<file path="src/rtl/isect_pkg.sv">
// Shared types and constants for the ray/triangle intersection scheduler.
package isect_pkg;

    localparam int unsigned FX_W = 32;
    localparam logic signed [FX_W-1:0] T_MAX = 32'sh7FFFFFFF;

    typedef enum logic [1:0] {
        IDLE  = 2'd0,
        ISSUE = 2'd1,
        DRAIN = 2'd2,
        DONE  = 2'd3
    } state_t;

endpackage

</file>
<file path="src/rtl/isect_best_tracker.sv">
// Tracks the closest valid hit of a job plus a sticky flag for invalid results.
module isect_best_tracker
    import isect_pkg::*;
#(
    parameter int unsigned IDX_W = 16
) (
    input  logic                    clk,
    input  logic                    reset,
    input  logic                    i_clear,
    input  logic                    i_sample,
    input  logic [IDX_W-1:0]        i_idx,
    input  logic                    i_result,
    input  logic                    i_invalid,
    input  logic signed [FX_W-1:0]  i_t,
    output logic                    o_best_valid,
    output logic [IDX_W-1:0]        o_best_idx,
    output logic signed [FX_W-1:0]  o_best_t,
    output logic                    o_any_invalid
);

    logic take;

    // Strict compare: results arrive in index order, so ties keep the lower index.
    always_comb begin
        take = i_sample && i_result && !i_invalid &&
               (!o_best_valid || (i_t < o_best_t));
    end

    always_ff @(posedge clk or posedge reset) begin
        if (reset) begin
            o_best_valid  <= 1'b0;
            o_best_idx    <= '0;
            o_best_t      <= T_MAX;
            o_any_invalid <= 1'b0;
        end else if (i_clear) begin
            o_best_valid  <= 1'b0;
            o_best_idx    <= '0;
            o_best_t      <= T_MAX;
            o_any_invalid <= 1'b0;
        end else begin
            if (take) begin
                o_best_valid <= 1'b1;
                o_best_idx   <= i_idx;
                o_best_t     <= i_t;
            end
            if (i_sample && i_invalid) begin
                o_any_invalid <= 1'b1;
            end
        end
    end

endmodule

</file>
<file path="src/rtl/isect_sched.sv">
// Issues triangle reads for one ray job and reports the closest hit.
// Define ISECT_SCHED_STATS_EN to add the o_job_cycles statistics output.
module isect_sched
    import isect_pkg::*;
#(
    parameter int unsigned TRI_IDX_W = 16,
    parameter int unsigned MEM_LAT   = 1
) (
    input  logic                          clk,
    input  logic                          reset,
    input  logic                          i_ray_valid,
    output logic                          o_ray_ready,
    input  logic signed [31:0][1:0][2:0]  i_ray,
    input  logic [TRI_IDX_W-1:0]          i_num_tris,
    output logic signed [31:0][1:0][2:0]  o_ray,
    output logic                          o_tri_rd,
    output logic [TRI_IDX_W-1:0]          o_tri_addr,
    input  logic                          i_isect_result,
    input  logic                          i_isect_invalid,
    input  logic signed [FX_W-1:0]        i_isect_t,
    output logic                          o_hit_valid,
    input  logic                          i_hit_ready,
    output logic                          o_hit,
    output logic [TRI_IDX_W-1:0]          o_hit_idx,
    output logic signed [FX_W-1:0]        o_hit_t,
    output logic                          o_any_invalid
`ifdef ISECT_SCHED_STATS_EN
    ,
    output logic [31:0]                   o_job_cycles
`endif
);

    localparam int unsigned DRAIN_W = 3;

    state_t                         state, state_n;
    logic [TRI_IDX_W-1:0]           num_tris, num_tris_n;
    logic [DRAIN_W-1:0]             drain_cnt, drain_cnt_n;
    logic signed [31:0][1:0][2:0]   ray_n;
    logic                           tri_rd_n;
    logic [TRI_IDX_W-1:0]           tri_addr_n;
    logic                           ray_ready_n;
    logic                           hit_valid_n;
    logic                           hit_n;
    logic [TRI_IDX_W-1:0]           hit_idx_n;
    logic signed [FX_W-1:0]         hit_t_n;
    logic                           any_invalid_n;
    logic                           accept;

    logic                           tag_v   [MEM_LAT];
    logic [TRI_IDX_W-1:0]           tag_idx [MEM_LAT];

    logic                           best_valid;
    logic [TRI_IDX_W-1:0]           best_idx;
    logic signed [FX_W-1:0]         best_t;
    logic                           best_invalid;

    // Next-state and next-output logic.
    always_comb begin
        state_n       = state;
        num_tris_n    = num_tris;
        drain_cnt_n   = drain_cnt;
        ray_n         = o_ray;
        tri_rd_n      = 1'b0;
        tri_addr_n    = o_tri_addr;
        hit_valid_n   = o_hit_valid;
        hit_n         = o_hit;
        hit_idx_n     = o_hit_idx;
        hit_t_n       = o_hit_t;
        any_invalid_n = o_any_invalid;
        accept        = 1'b0;

        case (state)
            IDLE: begin
                if (i_ray_valid) begin
                    accept     = 1'b1;
                    ray_n      = i_ray;
                    num_tris_n = i_num_tris;
                    tri_addr_n = '0;
                    if (i_num_tris != '0) begin
                        state_n  = ISSUE;
                        tri_rd_n = 1'b1;
                    end else begin
                        state_n  = DONE;
                    end
                end
            end
            ISSUE: begin
                // Stop on the last index so the counter never wraps.
                if (o_tri_addr == num_tris - TRI_IDX_W'(1)) begin
                    state_n     = DRAIN;
                    drain_cnt_n = '0;
                end else begin
                    tri_rd_n   = 1'b1;
                    tri_addr_n = o_tri_addr + TRI_IDX_W'(1);
                end
            end
            DRAIN: begin
                if (drain_cnt == DRAIN_W'(MEM_LAT - 1)) begin
                    state_n = DONE;
                end else begin
                    drain_cnt_n = drain_cnt + DRAIN_W'(1);
                end
            end
            DONE: begin
                // First DONE cycle lets the last sample settle into the tracker.
                if (!o_hit_valid) begin
                    hit_valid_n   = 1'b1;
                    hit_n         = best_valid;
                    hit_idx_n     = best_idx;
                    hit_t_n       = best_t;
                    any_invalid_n = best_invalid;
                end else if (i_hit_ready) begin
                    hit_valid_n = 1'b0;
                    state_n     = IDLE;
                end
            end
            default: state_n = IDLE;
        endcase

        ray_ready_n = (state_n == IDLE);
    end

    always_ff @(posedge clk or posedge reset) begin
        if (reset) begin
            state         <= IDLE;
            num_tris      <= '0;
            drain_cnt     <= '0;
            o_ray         <= '0;
            o_ray_ready   <= 1'b1;
            o_tri_rd      <= 1'b0;
            o_tri_addr    <= '0;
            o_hit_valid   <= 1'b0;
            o_hit         <= 1'b0;
            o_hit_idx     <= '0;
            o_hit_t       <= T_MAX;
            o_any_invalid <= 1'b0;
        end else begin
            state         <= state_n;
            num_tris      <= num_tris_n;
            drain_cnt     <= drain_cnt_n;
            o_ray         <= ray_n;
            o_ray_ready   <= ray_ready_n;
            o_tri_rd      <= tri_rd_n;
            o_tri_addr    <= tri_addr_n;
            o_hit_valid   <= hit_valid_n;
            o_hit         <= hit_n;
            o_hit_idx     <= hit_idx_n;
            o_hit_t       <= hit_t_n;
            o_any_invalid <= any_invalid_n;
        end
    end

    // Read tags travel alongside the memory latency to qualify returning results.
    always_ff @(posedge clk or posedge reset) begin
        if (reset) begin
            for (int unsigned i = 0; i < MEM_LAT; i++) begin
                tag_v[i]   <= 1'b0;
                tag_idx[i] <= '0;
            end
        end else begin
            tag_v[0]   <= o_tri_rd;
            tag_idx[0] <= o_tri_addr;
            for (int unsigned i = 1; i < MEM_LAT; i++) begin
                tag_v[i]   <= tag_v[i-1];
                tag_idx[i] <= tag_idx[i-1];
            end
        end
    end

    isect_best_tracker #(
        .IDX_W (TRI_IDX_W)
    ) u_best (
        .clk           (clk),
        .reset         (reset),
        .i_clear       (accept),
        .i_sample      (tag_v[MEM_LAT-1]),
        .i_idx         (tag_idx[MEM_LAT-1]),
        .i_result      (i_isect_result),
        .i_invalid     (i_isect_invalid),
        .i_t           (i_isect_t),
        .o_best_valid  (best_valid),
        .o_best_idx    (best_idx),
        .o_best_t      (best_t),
        .o_any_invalid (best_invalid)
    );

`ifdef ISECT_SCHED_STATS_EN
    // Cycles spent in ISSUE and DRAIN, i.e. accept up to the first DONE cycle.
    always_ff @(posedge clk or posedge reset) begin
        if (reset) begin
            o_job_cycles <= '0;
        end else if (accept) begin
            o_job_cycles <= '0;
        end else if ((state == ISSUE || state == DRAIN) && (o_job_cycles != '1)) begin
            o_job_cycles <= o_job_cycles + 32'd1;
        end
    end
`endif

endmodule

</file>
<file path="config.mk">
export PLATFORM = sky130hd
export DESIGN_NAME = isect_sched
export DESIGN_NICKNAME = d
export VERILOG_FILES = /design/src/rtl/isect_pkg.sv /design/src/rtl/isect_best_tracker.sv /design/src/rtl/isect_sched.sv
export SDC_FILE = /design/constraint.sdc
export NUM_CORES = 1
export LEC_CHECK = 0
export CORE_MARGIN = 8
export CORE_UTILIZATION = 46
export CTS_BUF_LIST = sky130_fd_sc_hd__clkbuf_8 sky130_fd_sc_hd__clkbuf_16
export CTS_CLUSTER_DIAMETER = 100
export CTS_CLUSTER_SIZE = 24
export DETAILED_ROUTE_END_ITERATION = 8
export GPL_TIMING_DRIVEN = 0
export PLACE_DENSITY_LB_ADDON = 0.15
export SYNTH_ARGS = -nofsm -noshare
export SYNTH_HDL_FRONTEND = slang
export SYNTH_HIERARCHICAL = 1
export SYNTH_SLANG_ARGS = --single-unit
</file>
<file path="constraint.sdc">
create_clock -name clk -period 11.45 [get_ports clk]
set_input_delay 1.145 -clock clk [delete_from_list [all_inputs] [get_ports clk]]
set_output_delay 1.145 -clock clk [all_outputs]
set_load 0.01 [all_outputs]
</file>
Word level (Yosys, flattened, before mapping):

Cells that the tools add are included.

* flip-flop bits (word level): 349
* bits in latches: 0
* RAM bits: 0
* memory bits (read-only): 0
* input port bits: 246
* output and inout port bits: 261
* word-level logic and storage cells: 142
* memories: 0

* add/sub/neg operators: 3
* multipliers: 0
* divide/modulo/power cells: 0
* magnitude comparators: 1
* eq/ne operators: 8
* shift operators: 0
* mux-type cells: 29
* bitwise gates (word level): 1
* reduce and logical (&&, ||, !) cells: 19

Operators by type and width (count)
* 16-bit 2-to-1 mux: 4
* 32-bit 2-to-1 mux: 2
* 32-bit less-than comparator: 1
* 16-bit one-hot mux with 2 select lines: 1
* 16-bit by 1-bit adder with 16-bit output, second input constant: 1
* 16-bit == test: 1
* 16-bit nonzero test: 1
* 16-bit by 1-bit subtractor with 16-bit output, second input constant: 1
* 2-bit 2-to-1 mux: 6
* 1-bit 2-to-1 mux: 11
* 2-bit != test, second input constant: 4
* 2-bit one-hot mux with 4 select lines: 1
* 2-bit nonzero test: 4
* 3-bit 2-to-1 mux: 2
* 3-bit one-hot mux with 2 select lines: 1
* 3-bit AND reduction: 2
* 2-bit == test, second input constant: 2
* 1-bit logical AND: 4
* 2-bit zero test: 2
* 2-bit AND reduction: 2
* 3-bit by 1-bit adder with 3-bit output, second input constant: 1
* 3-bit zero test: 1
* 2-bit by 1-bit == test with 1-bit output, second input constant: 1
* 1-bit zero test: 2
* 3 further kinds: 3

Logic depth before layout (Yosys ltp):

Gate-level depths: netlist of the first run.

* depth in word-level cells: 5
* depth in mapped cells: 12
* depth with buffers taken out: 10

Modules after synthesis:

Netlist of the first run, hierarchy kept.

Modules (own cells, without submodules)
* isect_sched: times used 1, cells each 1216, area an instance 11882.6 sq um, seq. area each 7522.2 sq um
* isect_best_tracker: times used 1, cells each 333, area an instance 3144.3 sq um, seq. area each 1290.0 sq um

Worst setup path after synthesis of the first run:

OpenSTA, ideal clock, no wires.

* path type: input to register
* start: input i_isect_t[31]
* end: register u_best.o_best_t[0]
* library setup time: 0.075 ns
* data arrival time: 2.913 ns
* data required time: 11.375 ns
* path slack: 8.462 ns
* cell stages on the path: 9
* buffers on the path: 2
* cell sequence: ha_1 > nand4_1 > nor4_2 > a21oi_1 > o21a_1 > a22oi_2 > buf_6 > buf_8 > mux2i_1

* longest elaborated chain between the ends: 4

Ends and longest elaborated chain
* start: declaration: line isect_sched.sv:20 `input logic signed [FX_W-1:0] i_isect_t,`
* 32-bit less-than comparator: line isect_best_tracker.sv:26 `(!o_best_valid || (i_t < o_best_t));`
* 1-bit logical OR: line isect_best_tracker.sv:26
* 1-bit logical AND: line isect_best_tracker.sv:25 `take = i_sample && i_result && !i_invalid &&`
* 2-bit nonzero test (no line)
* end signal: assignment: line isect_best_tracker.sv:44 `o_best_t <= i_t;`
* end: declaration: line isect_best_tracker.sv:17 `output logic signed [FX_W-1:0] o_best_t,`

Every way passes these cells.
A chain may end at the register's enable or synchronous reset.

Worst setup path in the final report of the first run:

* start: input i_ray_valid
* end: register u_best.o_best_t[18]

* longest elaborated chain between the ends: 3

Ends and longest elaborated chain
* start: declaration: line isect_sched.sv:11 `input logic i_ray_valid,`
* 1-bit 2-to-1 mux (*): line isect_sched.sv:74 `if (i_ray_valid) begin`
* 1-bit 2-to-1 mux (*): line isect_sched.sv:72 `case (state)`
* named net accept: line isect_sched.sv:47 `logic accept;`
* 32-bit 2-to-1 mux or 2-bit nonzero test (tied branches)

The timed path passes the listed nets; every way through them passes the cells marked *.

==> metrics.md, run 1 <==
| Metric | Value |
|---|---|
| Status | `finished, final reports clean` |
| CP required | `between 10 and 15 ns` |
| Placed wire-length estimate | `38200 microns` |
| DRC viols | `0` |
| Crit start category | `primary input` |
| Switching share of power | `0.362` |
| RSZ-0062 raised after global routing | `no` |
| Layout cells sized above 1 | `0.0780` |
| Cell taking the most area after synthesis | `dfrtp_1` |
| Slew Limit Headroom | `0.514` |
| Worst Path Arrival | `3.99 ns` |
| Drt pass-1 iters | `7` |
| Main synth FF type | `dfrtp_1` |
| Top cell type's share of synthesized area | `0.476` |
| Hold Path Class | `reg2reg` |
| Grt total ovfl | `0` |
| Vias in the first global route | `12700` |
| CP Class | `in2reg` |
| Final ANT Viol Nets | `0` |
| Slew @ Worst Pin | `a little over 0.7 ns` |
| Clk_lat worst skew | `~0.52 ns` |
| Max clock buf depth | `3` |
| CP most frequent cell | `clkbuf_1` |
| Syn Area/Cell | `9.70 sq um` |
| Clk_skew | `between 0.02 and 0.025 ns` |
| Peak VDD IR | `approximately 160 uV` |
| Fmax achieved | `around 0.28 GHz` |
| Unique cell type count in the Yosys netlist | `58` |
| GPL Wtd Cong | `0.861` |
| Hold-fix buffer count after cts | `0` |
| Routed length per instance | `19.2 microns` |
| Area of the mapped netlist | `between 15000 and 20000 sq um` |
| Port Buffers | `approximately 500` |
| Ys async rst share | `1.00` |
| Sequential area share after synthesis | `0.586` |
| CTS Root Cell | `clkbuf_16` |
| Max incr delay on CP | `approximately 0.55 ns` |
| Comb power frac | `0.445` |
| Nets | `~2400` |
| Most common cell in the netlist | `nand2_1` |
| Vias per inst | `4.95` |
| Area of the die | `between 30000 and 40000 sq um` |
| Final min period | `3.55 ns` |
| Final hold vios | `0` |
| Post_cts resized | `0` |
| Via count | `12600` |
| Die Span Y | `between 150 and 200 microns` |
| CP Capture Type | `flop` |
| Syn nets | `between 1500 and 2000` |
| CTS tree | `yes` |
| Placed Instances | `2500` |
| Initial core utilization | `0.464` |
| MaxCap Viol Count | `0` |
| Clock slew at reported path FFs | `~0.10 ns` |
| DRT iter0 DRCs | `~580` |
| Power per cell area | `approximately 240 nW/um^2` |
| Cells after Synth | `1549` |
| Final setup violation count | `0` |
| Int Pwr | `around 3.3 mW` |
| Area delta synth->final | `41.5%` |
| Setup repair bufs after CTS | `0` |
| Ranking of synthesized cells by area | `dfrtp_1 48%, nand2_1 16%, dfstp_2 11%` |
| Fin. max-slew vios | `0` |
| Max FO, Critical Path | `10` |
| TritonCTS Buffers | `18` |
| Chip width | `~200 microns` |
| Post-synth EDFFs | `0` |
| CP max-delay cell | `clkdlybuf4s50_1` |
| Tot Pwr | `around 5.2 mW` |
| Fin cells | `between 2000 and 3000` |
| YS warnings | `6` |
| Row cnt | `66` |
| Synthesis-stage register bit count | `approximately 350` |
| Core area | `32400 sq um` |
| FILL cells | `about 2700` |
| Leak | `9.95 nW` |
| Num ports | `507` |
| GRT Util Overall | `0.245` |
| Crit-path cells | `clkdlybuf4s50_1 -> nand3_1 -> inv_2 -> clkbuf_1 -> clkbuf_1 -> clkbuf_1 -> clkbuf_1 -> nor2_1 -> mux2i_1` |
| First-pass GRT wire length | `between 70000 and 80000 microns` |
| Clock power share | `0.137` |
| Net Sw Power | `about 1.9 mW` |
| Post-synth top cells | `656 x nand2_1, 286 x dfrtp_1, 84 x nor2_1` |
| Sequential Power Share | `0.418` |
| Final WL | `48600 microns` |
| Initial antenna violation count | `4` |
| Largest net degree at the start of global routing | `around 120` |
| Period utilization | `0.310` |
| Htree depth | `1` |
| Clk sinks | `about 350` |
## path summary, 6_finish.rpt
check | startpoint | end | slack (ns) | depth (start not counted)
max in group asynchronous | reset | o_ray[74]$_DFFE_PP0P_ | 8.83 | 4
setup / recovery | i_ray_valid | u_best/o_best_t[18]$_DFFE_PP1P_ | 7.90 | 9
setup reg to reg | num_tris[0]$_DFFE_PP0P_ | drain_cnt[2]$_DFFE_PP0P_ | 8.19 | 10
min in group asynchronous | reset | u_best/o_best_idx[1]$_DFFE_PP0P_ | 1.04 | 2
hold / removal | o_tri_addr[2]$_DFFE_PP0P_ | tag_idx[2]$_DFF_PP0_ | 0.42 | 0
hold reg to reg | o_tri_addr[2]$_DFFE_PP0P_ | tag_idx[2]$_DFF_PP0_ | 0.42 | 0
## cell families (layout without fill, tap and decap cells)
group                      after synthesis  count (layout)  share of synthesized area
other                                    0               1                          0
and+or+nand+nor                        853             853                      0.234
muxes                                  109             109                     0.0769
adders and majority gates               35              35                     0.0291
DFF                                    349             349                      0.586
xor gates and xnor gates                18              18                     0.0105
buffers and inverters                  119             660                     0.0333
AOI/OAI and AO/OA                       66              66                     0.0297
## through the flow
step                       util  hold slack, ns  setup WS [ns]  TNS (ns)  cell area, sq um
after detailed placement  0.640           0.394           7.41         0             20700
after CTS                 0.657           0.416           7.93         0             21300
final                     0.657           0.421           7.90         0             21300
after global routing      0.657           0.425           7.73         0             21300
after floorplan               -           0.416           2.10         0             15000
after global placement    0.638           0.389          -2.04   -537.02             20600
## layout by cell type (no fill, tap or decap), drive strengths merged, types with 3 or more instances in the layout
master         instances
nor3                  17
mux2                  51
nand2                656
and3                   4
o21ai                 11
dfstp                 63
inv                   53
or4                    3
ha                    35
buf                   25
nand3                  9
nand2b                40
clkdlybuf4s50        506
nor4                  13
xnor2                 11
xor2                   7
o31ai                 10
o211ai                 9
nand4                 12
dfrtp                286
nor2                  85
mux2i                 58
clkbuf                75
nand3b                 3
a21oi                 19
## routing by layer
metal / up-vias / GRT usage / wire [microns]
met4: 8 / 0.0359 / 595
met2: 370 / 0.448 / 25500
met5: - / 0 / 57
met3: 50 / 0.0749 / 3760
met1: 6125 / 0.284 / 18600
li1: 5997 / - / -
## area by class of cell
class | instances | area, sq um | area share
Antenna cell | 1 | 2.50 | 0.000118
Buffer | 78 | 347 | 0.0163
Clock buffer | 19 | 475 | 0.0224
Clock inverter | 13 | 61.3 | 0.00288
Inverter | 41 | 161 | 0.00759
Multi-Input combinational cell | 1081 | 5710 | 0.269
Sequential cell | 349 | 8810 | 0.414
Tap cell | 442 | 553 | 0.0260
Timing Repair Buffer | 509 | 5140 | 0.242
## power groups by stage
stage	Combinational, mW	Sequential [mW]	Clock (mW)
after floorplan	0.889	2.31	0
after global placement	2.26	2.16	0
after detailed placement	2.31	2.18	0
after CTS	2.32	2.16	0.732
after global routing	2.50	2.23	0.771
final	2.29	2.16	0.708
## worst max-delay path: cells and delay by family
family / cells / cell delay [ns]
muxes: 1 / 0.16
buffers and inverters: 6 / 2.41
and+or+nand+nor: 2 / 0.26
## state kept, by name, indices dropped and copies added, names as in the netlist, 2 cells and up
name and count:
state 2, o_ray 192, tag_idx 16, o_hit_idx 16, o_tri_addr 16, o_hit_t 32
u_best/o_best_t 32, drain_cnt 3, u_best/o_best_idx 16, num_tris 16
Note: power is estimated with default switching activity, not from simulation.
==> run 2, diff against run 1 <==
==> constraint.sdc (replaced) <==
create_clock -name clk -period 3.5 [get_ports clk]
set_input_delay 0.35 -clock clk [delete_from_list [all_inputs] [get_ports clk]]
set_output_delay 0.35 -clock clk [all_outputs]
set_load 0.01 [all_outputs]
==> metrics.md, run 2 (synthesis results as in run 1) <==
| Metric | Value |
|---|---|
| Status | `finished, final reports clean (unchanged)` |
| Clk sinks | `349 (unchanged)` |
| Clock power share | `0.138 (was 0.137)` |
| Max clock buf depth | `3 (unchanged)` |
| Period utilization | `0.914` |
| Routed length per instance | `19.3 microns (was 19.2 microns)` |
| Tot Pwr | `16.9 mW (was 5.16 mW)` |
| Max reg flops | `192 (unchanged)` |
| Switching share of power | `0.362 (about the same)` |
| Port Buffers | `506 (unchanged)` |
| Largest net degree at the start of global routing | `42 (was 123)` |
| Int Pwr | `10.8 mW (was 3.29 mW)` |
| Final setup violation count | `0 (unchanged)` |
| Row cnt | `66 (unchanged)` |
| Vias per inst | `4.91 (was 4.95)` |
| CP max-delay cell | `nor4_1 (was clkdlybuf4s50_1)` |
| Initial core utilization | `0.464 (unchanged)` |
| Clk_lat worst skew | `0.53 ns (was 0.52 ns)` |
| Clk_skew | `0.0312 ns (was 0.0234 ns)` |
| TritonCTS Buffers | `18 (unchanged)` |
| CTS tree | `yes (unchanged)` |
| Net Sw Power | `6.13 mW (was 1.87 mW)` |
| Slew Limit Headroom | `0.492 (was 0.514)` |
| CTS Root Cell | `clkbuf_16 (unchanged)` |
| CP bufs+invs | `2 (was 6)` |
| Final WL | `49000 microns (was 48600 microns)` |
| Slew @ Worst Pin | `0.754 ns (was 0.722 ns)` |
| Power per cell area | `791 nW/um^2 (was 243 nW/um^2)` |
| Max incr delay on CP | `0.71 ns (was 0.55 ns)` |
| Final min period | `3.20 ns` |
| Crit-path cells | `inv_1 -> ha_1 -> or4b_1 -> buf_2 -> nor3_2 -> xnor2_1 -> a2111oi_2 -> o2111ai_2 -> nor4_1 -> o31ai_1 (was clkdlybuf4s50_1 -> nand3_1 -> inv_2 -> clkbuf_1 -> clkbuf_1 -> clkbuf_1 -> clkbuf_1 -> nor2_1 -> mux2i_1)` |
| Clock slew at reported path FFs | `0.10 ns (about the same)` |
| RSZ-0062 raised after global routing | `no (unchanged)` |
| Hold Path Class | `in2async (was reg2reg)` |
| Setup repair bufs after CTS | `0 (unchanged)` |
| Crit start category | `flop (was primary input)` |
| Area delta synth->final | `42.2% (was 41.5%)` |
| Most common cell after layout, fill and taps aside | `nand2_1 (unchanged)` |
| Htree depth | `1 (unchanged)` |
| CP Class | `reg2reg (was in2reg)` |
| Placed wire-length estimate | `39000 microns (was 38200 microns)` |
| Die Span Y | `197 microns (unchanged)` |
| Worst Path Arrival | `3.59 ns (was 3.99 ns)` |
| Setup Total Neg Slack | `0 ns (unchanged)` |
| Leak | `9.99 nW (was 9.95 nW)` |
| DRC viols | `0 (unchanged)` |
| Initial antenna violation count | `5 (was 4)` |
| CP required | `3.89 ns (was 11.89 ns)` |
| First-pass GRT wire length | `75600 microns (was 75000 microns)` |
| Layout cells sized above 1 | `0.0806 (was 0.0780)` |
| Peak VDD IR | `490 uV (was 159 uV)` |
| Via count | `12500 (was 12600)` |
| Area of the die | `38700 sq um (unchanged)` |
| Fin. max-slew vios | `0 (unchanged)` |
| Fmax achieved | `roughly 0.31 GHz` |
| Drt pass-1 iters | `5 (was 7)` |
| Grt total ovfl | `0 (unchanged)` |
| Sequential Power Share | `0.418 (about the same)` |
| Largest regs | `o_ray: 192 flops, o_hit_t: 32 flops, u_best/o_best_t: 32 flops (unchanged)` |
| Chip width | `197 microns (unchanged)` |
| GPL Wtd Cong | `0.857 (was 0.861)` |
| Final hold vios | `0 (unchanged)` |
| Vias in the first global route | `13000 (was 12700)` |
| Final ANT Viol Nets | `0 (unchanged)` |
| MaxCap Viol Count | `0 (unchanged)` |
| DRT iter0 DRCs | `712 (was 581)` |
| Largest register by flop count | `o_ray (unchanged)` |
| CP Capture Type | `flop (unchanged)` |
| Post_cts resized | `0 (unchanged)` |
| GRT Util Overall | `0.248 (was 0.245)` |
| Max FO, Critical Path | `6 (was 10)` |
| Critical path's top delay family | `simple AND/OR/NAND/NOR gates (was buffers and inverters)` |
| Hold-fix buffer count after cts | `0 (unchanged)` |
| Comb power frac | `0.444 (was 0.445)` |
| Nets | `2365 (was 2359)` |
| Core area | `32400 sq um (unchanged)` |
| Fin util | `0.660 (was 0.657)` |
| Commonest non-fill, non-tap cells in the layout | `656 x nand2_1, 506 x clkdlybuf4s50_1, 286 x dfrtp_1 (unchanged)` |
| Num ports | `507 (unchanged)` |
-- run 2: final cells by class --
cell class	count	area, sq um
fillers	2656	11000
flip-flops and latches	349	8810
multi-input cells	1081	5710
repair buffers	515	5250
well taps	442	553
clock buffers	19	475
plain buffers	78	347
inverters	41	158
clock inverters	13	61.3
diodes	4	10.0
-- run 2: path summary, 6_finish.rpt --
path / to / slack (ns) / cells after the start / startpoint
worst max-delay path: drain_cnt[0]$_DFFE_PP0P_ / 0.30 / 10 / num_tris[0]$_DFFE_PP0P_
worst min-delay path: u_best/o_best_idx[1]$_DFFE_PP0P_ / 0.16 / 2 / reset
worst max register to register: drain_cnt[0]$_DFFE_PP0P_ / 0.30 / 10 / num_tris[0]$_DFFE_PP0P_
worst min register to register: tag_idx[2]$_DFF_PP0_ / 0.42 / 0 / o_tri_addr[2]$_DFFE_PP0P_
max in group asynchronous: o_ray[50]$_DFFE_PP0P_ / 2.08 / 5 / reset
min in group clk: o_ray[151]$_DFFE_PP0P_ / 0.33 / 3 / i_ray[151]
-- run 2: power groups by stage --
stage	Clock, mW	Combinational (mW)	Sequential [mW]
detailed placement	0	7.59	7.12
CTS	2.41	7.62	7.07
floorplan	0	2.91	7.54
global placement	0	7.40	7.05
global route	2.53	8.18	7.31
finish	2.33	7.51	7.07
-- run 2: per-stage QoR --
stage	hold WS, ns	instances	worst slack, ns	cell area [sq um]
2_1_floorplan	0.416	1549	-0.797	15000
3_5_place_dp	0.402	2506	0.222	20800
3_3_place_gp	0.385	2497	-3.14	20600
5_1_grt	0.155	2539	0.00589	21400
4_1_cts	0.149	2538	0.297	21400
6_report	0.159	2542	0.302	21400
-- run 2: metal layers --
metal / track usage / routed length (microns) / vias up
met4: 0.0613 / 1180 / 4
met5: 0 / 23 / -
met2: 0.447 / 25300 / 354
met3: 0.0706 / 3690 / 71
met1: 0.287 / 18900 / 6036
li1: - / - / 6021
